==> config.mk <==
export PLATFORM = sky130hd
export DESIGN_NAME = seq_divider
export DESIGN_NICKNAME = d
export VERILOG_FILES = /design/src/rtl/seq_divider.sv
export SDC_FILE = /design/constraint.sdc
export NUM_CORES = 1
export LEC_CHECK = 0
export BUFFER_PORTS_ARGS = -buffer_cell sky130_fd_sc_hd__buf_4
export CAP_MARGIN = 30
export CORE_ASPECT_RATIO = 1.75
export CORE_UTILIZATION = 38
export CTS_CLUSTER_SIZE = 20
export DETAILED_ROUTE_END_ITERATION = 10
export PLACE_DENSITY = 0.53
export SYNTH_ARGS = -nofsm -noshare
export SYNTH_HDL_FRONTEND = slang
export SYNTH_SLANG_ARGS = --single-unit
==> constraint.sdc <==
create_clock -name clk -period 3.05 [get_ports clk]
set_clock_uncertainty 0.05 [all_clocks]
set_input_delay 0.305 -clock clk [delete_from_list [all_inputs] [get_ports clk]]
set_output_delay 0.305 -clock clk [all_outputs]
set_load 0.02 [all_outputs]
==> src/rtl/seq_divider.sv <==
// Restoring shift-subtract divider, WIDTH+3 cycles per result.
// Define SEQ_DIVIDER_SIGNED_EN for two's-complement operands.
module seq_divider #(
  parameter int WIDTH = 16
) (
  input  logic             clk,
  input  logic             reset_n,
  input  logic             start,
  input  logic [WIDTH-1:0] dividend,
  input  logic [WIDTH-1:0] divisor,
  output logic             busy,
  output logic             done,
  output logic [WIDTH-1:0] quotient,
  output logic [WIDTH-1:0] remainder,
  output logic             div_by_zero
);

  localparam int CW = $clog2(WIDTH) + 1;

  typedef enum logic [1:0] {IDLE, ITER, FIX, DONE} state_t;

  state_t           r_state;
  logic [WIDTH-1:0] r_a;
  logic [WIDTH-1:0] r_d;
  logic [WIDTH:0]   r_r;
  logic [CW-1:0]    r_cnt;
  logic             r_dz;

  logic             w_dz;
  logic [WIDTH-1:0] w_a_mag;
  logic [WIDTH-1:0] w_b_mag;
  logic [WIDTH-1:0] w_q_fix;
  logic [WIDTH-1:0] w_r_fix;
  logic [WIDTH+1:0] w_sh;
  logic [WIDTH+1:0] w_diff;

  assign w_dz   = (divisor == '0);
  assign w_sh   = {r_r, r_a[WIDTH-1]};
  assign w_diff = w_sh - {2'b00, r_d};

`ifdef SEQ_DIVIDER_SIGNED_EN
  logic r_nq;
  logic r_nr;

  // Magnitudes are divided unsigned; most-negative maps onto itself.
  assign w_a_mag = dividend[WIDTH-1] ? (~dividend + WIDTH'(1)) : dividend;
  assign w_b_mag = divisor[WIDTH-1]  ? (~divisor + WIDTH'(1))  : divisor;
  assign w_q_fix = r_nq ? (~r_a + WIDTH'(1)) : r_a;
  assign w_r_fix = r_nr ? (~r_r[WIDTH-1:0] + WIDTH'(1))
                        : r_r[WIDTH-1:0];

  always_ff @(posedge clk or negedge reset_n) begin
    if (!reset_n) begin
      r_nq <= 1'b0;
      r_nr <= 1'b0;
    end else if (r_state == IDLE && start) begin
      r_nq <= dividend[WIDTH-1] ^ divisor[WIDTH-1];
      r_nr <= dividend[WIDTH-1];
    end
  end
`else
  assign w_a_mag = dividend;
  assign w_b_mag = divisor;
  assign w_q_fix = r_a;
  assign w_r_fix = r_r[WIDTH-1:0];
`endif

  always_ff @(posedge clk or negedge reset_n) begin
    if (!reset_n) begin
      r_state     <= IDLE;
      r_a         <= '0;
      r_d         <= '0;
      r_r         <= '0;
      r_cnt       <= '0;
      r_dz        <= 1'b0;
      busy        <= 1'b0;
      done        <= 1'b0;
      quotient    <= '0;
      remainder   <= '0;
      div_by_zero <= 1'b0;
    end else begin
      done <= 1'b0;
      unique case (r_state)
        IDLE: begin
          if (start) begin
            r_a     <= w_dz ? dividend : w_a_mag;
            r_d     <= w_b_mag;
            r_r     <= '0;
            r_cnt   <= CW'(WIDTH);
            r_dz    <= w_dz;
            busy    <= 1'b1;
            r_state <= w_dz ? DONE : ITER;
          end
        end
        ITER: begin
          if (!w_diff[WIDTH+1]) begin
            r_r <= w_diff[WIDTH:0];
            r_a <= {r_a[WIDTH-2:0], 1'b1};
          end else begin
            r_r <= w_sh[WIDTH:0];
            r_a <= {r_a[WIDTH-2:0], 1'b0};
          end
          r_cnt <= r_cnt - CW'(1);
          if (r_cnt == CW'(1)) r_state <= FIX;
        end
        FIX: begin
          quotient    <= w_q_fix;
          remainder   <= w_r_fix;
          div_by_zero <= 1'b0;
          busy        <= 1'b0;
          r_state     <= DONE;
        end
        DONE: begin
          // Zero-divisor results bypass FIX and land here.
          if (r_dz) begin
            quotient    <= '1;
            remainder   <= r_a;
            div_by_zero <= 1'b1;
          end
          done    <= 1'b1;
          busy    <= 1'b0;
          r_state <= IDLE;
        end
      endcase
    end
  end

endmodule

# Word-level counts from Yosys, hierarchy flattened
# Cells that the tools add are included.
# W data, S select, Z words.
classes:
  n_addsub: 2
  n_eq_ne: 7
  muxes: 21
  reduce_logical: 11
ops:
  columns: ["cell", "count"]
  rows:
  - ["$pmux W16 S2", 3]
  - ["$mux W16", 3]
  - ["$mux W17", 2]
  - ["$pmux W17 S2", 1]
  - ["$sub A18 B16 Y18", 1]
  - ["$logic_not A16 Y1", 1]
  - ["$pmux W5 S2", 1]
  - ["$reduce_and A2 Y1", 5]
  - ["$pmux W2 S4", 1]
  - ["$mux W2", 3]
  - ["$ne A2 B2 Y1 const B", 3]
  - ["$reduce_bool A2 Y1", 3]
  - ["$eq A5 B1 Y1 const B", 1]
  - ["$mux W5", 1]
  - ["$sub A5 B1 Y5 const B", 1]
  - ["$eq A2 B2 Y1 const B", 2]
  - ["$mux W1", 4]
  - ["$pmux W1 S2", 2]
  - ["$eq A2 B1 Y1 const B", 1]
  - ["$logic_not A2 Y1", 1]
  - ["$reduce_or A2 Y1", 1]
totals:
  regBits: 92
  inputBits: 35
  out_inout_bits: 35
  word_cells: 52

# Longest topological paths before layout
logic_depth:
  depth_word: 4
  ltp_mapped: 11
  mapped_depth_nobuf: 10

# Least setup slack after synthesis
# OpenSTA, ideal clock, no wires.
synth_path:
  path_kind: "flip-flop to flip-flop"
  startpoint: "register r_r[5]"
  endpoint: "register r_r[14]"
  setup_ns: 0.126
  arrival_time_ns: 2.523
  required_time_ns: 2.874
  path_slack_ns: 0.351
  path_stages_with_launch: 9
  path_buffers: 2
  synth_period_minus_slack_ns: 2.699
  path_cell_list: "dfrtp_1 -> ha_1 -> a41o_1 -> a211o_1 -> or4_4 -> and4_1 -> buf_6 -> buf_8 -> a221o_1"
synth_between:
  elab_chain_cells: 3
synth_lines:
  columns: ["element", "line_no", "text"]
  rows:
  - ["from (decl)", "25", "logic [WIDTH:0] r_r;"]
  - ["from (signal assigned)", "97", "r_r <= w_diff[WIDTH:0];"]
  - ["from (signal assigned)", "100", "r_r <= w_sh[WIDTH:0];"]
  - ["$sub A18 B16 Y18", "39", "assign w_diff = w_sh - {2'b00, r_d};"]
  - ["$mux W17", "96", "if (!w_diff[WIDTH+1]) begin"]
  - ["$pmux W17 S2", "83", "unique case (r_state)"]
# Every way passes these cells.
# A chain may end at the register's enable or synchronous reset.

# Final worst setup path
layout_path:
  startpoint: "register r_r[13]"
  endpoint: "register r_r[16]"
# The elaborated chain is that of the path after synthesis.

==> metrics.txt <==
status finished, final reports clean; IO Pins 70; via count roughly 3,900; Async SR Flop Fraction 1.00; Clock Latency Late Sink roughly 0.34 ns; Initial Utilization 0.387; Placed Cells roughly 740; initial antenna violation count 0; Worst-Margin Slew ~0.95 ns; vias in the first global route 3,827; FMAX about 350 MHz; Yosys top cell area share 0.462; final cell count without fillers about 750; syn nets between 500 and 600; total CTS buffers 9; H-tree Lvls 3; gr usage total 0.188; Final setup viols 0; crit end category register; critical path data required time ~3.3 ns; core area ~0.013 mm²; TritonCTS clock tree yes; reg2reg end r_r[16]; Avg Cell Area, Syn approximately 10 µm²; count leader, synth dfrtp_1; vias per cell 5.17; largest net degree at the start of global routing 65; hold path depth 2; synth top area cells dfrtp_1 46%, mux2i_1 9.8%, o21ai_0 7.2%, nand2_1 5.8%, ha_1 5.5%; Root Driver clkbuf_16; Final ANT Viol Nets 0; Reg clk slew, reported paths about 0.070 ns; global route overflow 0; switching power about 2700 µW; Fillers about 1,300; Post-Syn Area between 0.004 and 0.005 mm²; residual DRC count 0; #FFs+latches synth 92; ys flop type dfrtp_1; Die Ht ~150 µm; Die Area 0.0136 mm²; first-pass GRT wire length between 15 and 20 mm; r2r worst-path depth 8; synth cell count leaders 92 x dfrtp_1, 77 x nand2_1, 72 x o21ai_0; combinational share of power 0.498; CP startpoint kind register; number of synthesized flops with an enable pin 0; Pwr per Cell Area ~1100 mW/mm²; period utilization 0.924; WL final 11.9 mm; peak fanout along the critical path 6; PortBufs 69; Slew Limit Fails 0; Fin. Hold Viols 0; clock sink total 92; Relative slew margins 0.361; Core Util, Final 0.467; post-synthesis cell type count 52; maximum vdd ir drop 0.000421 V; P&R area growth vs syn 20.8%; cell leakage power about 0.0028 µW; Hold EP r_d[15]; dpl hpwl 9.15 mm; Final #Nets 635; reg2reg start r_r[13]; area leader, netlist dfrtp_1; GPL Wtd Cong ~0.81; Antenna diodes 0; post-synthesis cell count 512; Final TNS setup 0 ns; Sequential Power Share 0.326; switching fraction of total power 0.420; Hold Crit Start divisor[15]; chip width around 89 µm; part of the power in the clock network 0.177; Int Pwr 3730 µW; MaxCap Viol Count 0; FP Rows 55; final critical-path required period 2.82 ns; worst min path class in2reg; unrepaired setup endpoints after global routing false; 1st-iter DRT viols 156; YS warnings 0; Avg WL per Cell around 16 µm; internal reg-to-reg setup slack approximately 0.23 ns; DR pass1 iterations 4; CP Data Arrival Time 3.02 ns; Clock Path Buffers 2; register area share after synthesis 0.462; crit path kind reg2reg; layout cells sized above 1 0.199
## metrics by stage
step	hold slack, ns	total power (µW)	area [µm²]	setup WS, ns
final	0.150	6430	6020	0.231
after global routing	0.146	6980	6020	0.0840
after CTS	0.142	6500	6020	0.216
after detailed placement	0.337	5350	5710	0.249
after global placement	0.336	5300	5710	0.252
after floorplan	-0.0406	4340	4980	0.351
## state kept, by name, indices dropped and copies added (netlist names), 2 cells and up
| register | count |
|---|---|
| quotient | 16 |
| r_r | 17 |
| r_cnt | 5 |
| remainder | 16 |
| r_a | 16 |
| r_d | 16 |
| r_state | 2 |
## critical path: stages, from the launching register on
cell	delay [ns]
dfrtp_1	0.42
ha_1	0.37
a21o_1	0.25
a211oi_2	0.33
mux2i_1	0.22
o31a_1	0.17
nand4_1	0.27
or4_1	0.56
o211ai_1	0.10
## layout make-up
type / count / area [µm²] / area share
timing repair buffer: 79 / 608 / 0.101
tap: 171 / 214 / 0.0356
multi-input combinational: 369 / 2490 / 0.415
clock inverter: 6 / 70.1 / 0.0116
inverter: 26 / 97.6 / 0.0162
clock buffer: 10 / 229 / 0.0381
sequential: 92 / 2300 / 0.383
## placed cells by master, fill, tap and decap left out, types with 2 or more instances in the layout
master      count
o31a_1          2
clkinvlp_4      3
nand2_1        77
a22o_1          3
mux2i_4         2
nand4_1         5
mux2i_1        47
dfrtp_1        92
and3_1          4
o2111ai_1       2
inv_1          26
clkbuf_16       9
buf_4          77
a211oi_1        2
a21o_1          3
nor2b_1         4
nor3_1          2
o211ai_1        5
xnor2_1        11
o21ai_0        72
nand3_1         4
o21bai_1        2
nor2_1         32
and2_1          2
mux2_2         17
ha_1           21
nor4_1          5
inv_6           2
o21a_1          7
xor2_1          3
a21oi_1        12
## layer usage
| metal | track usage | routed length (µm) |
|---|---|---|
| met1 | 0.227 | 5170 |
| met2 | 0.331 | 6140 |
| met3 | 0.0292 | 339 |
| met4 | 0.0661 | 214 |
| met5 | 0 | 0 |
## power by group through the flow
stage / Combinational [µW] / Clock, µW / Sequential [µW]
2_1_floorplan: 2110 / 0 / 2240
3_3_place_gp: 3200 / 0 / 2100
3_5_place_dp: 3220 / 0 / 2130
4_1_cts: 3230 / 1170 / 2100
5_1_grt: 3590 / 1220 / 2170
6_report: 3200 / 1130 / 2090
## cell families (layout without fill, tap and decap cells)
group | after synthesis | count (layout) | synth area share
xor+xnor | 14 | 14 | 0.0246
flops | 92 | 92 | 0.462
buf+inv | 51 | 121 | 0.0422
mux | 66 | 66 | 0.137
fa+ha+maj | 23 | 23 | 0.0593
compound gates | 122 | 122 | 0.147
simple gates | 144 | 144 | 0.128
## worst max path at each step
stage | from | to | cells after the start
floorplan | r_r[5] | r_r[14] | 8
finish | r_r[13] | r_r[16] | 8
CTS | r_r[13] | r_r[8] | 9
global route | r_d[1] | r_r[16] | 9
detailed placement | r_r[13] | r_r[8] | 9
global placement | r_r[13] | r_r[14] | 8
## repair_timing
item                      in CTS  in global routing
hold buffers                   1                  0
setup buffers                  0                  0
resized for setup              0                  0
hold endpoints to repair      49                  0
(Power assumes the default switching activity.)
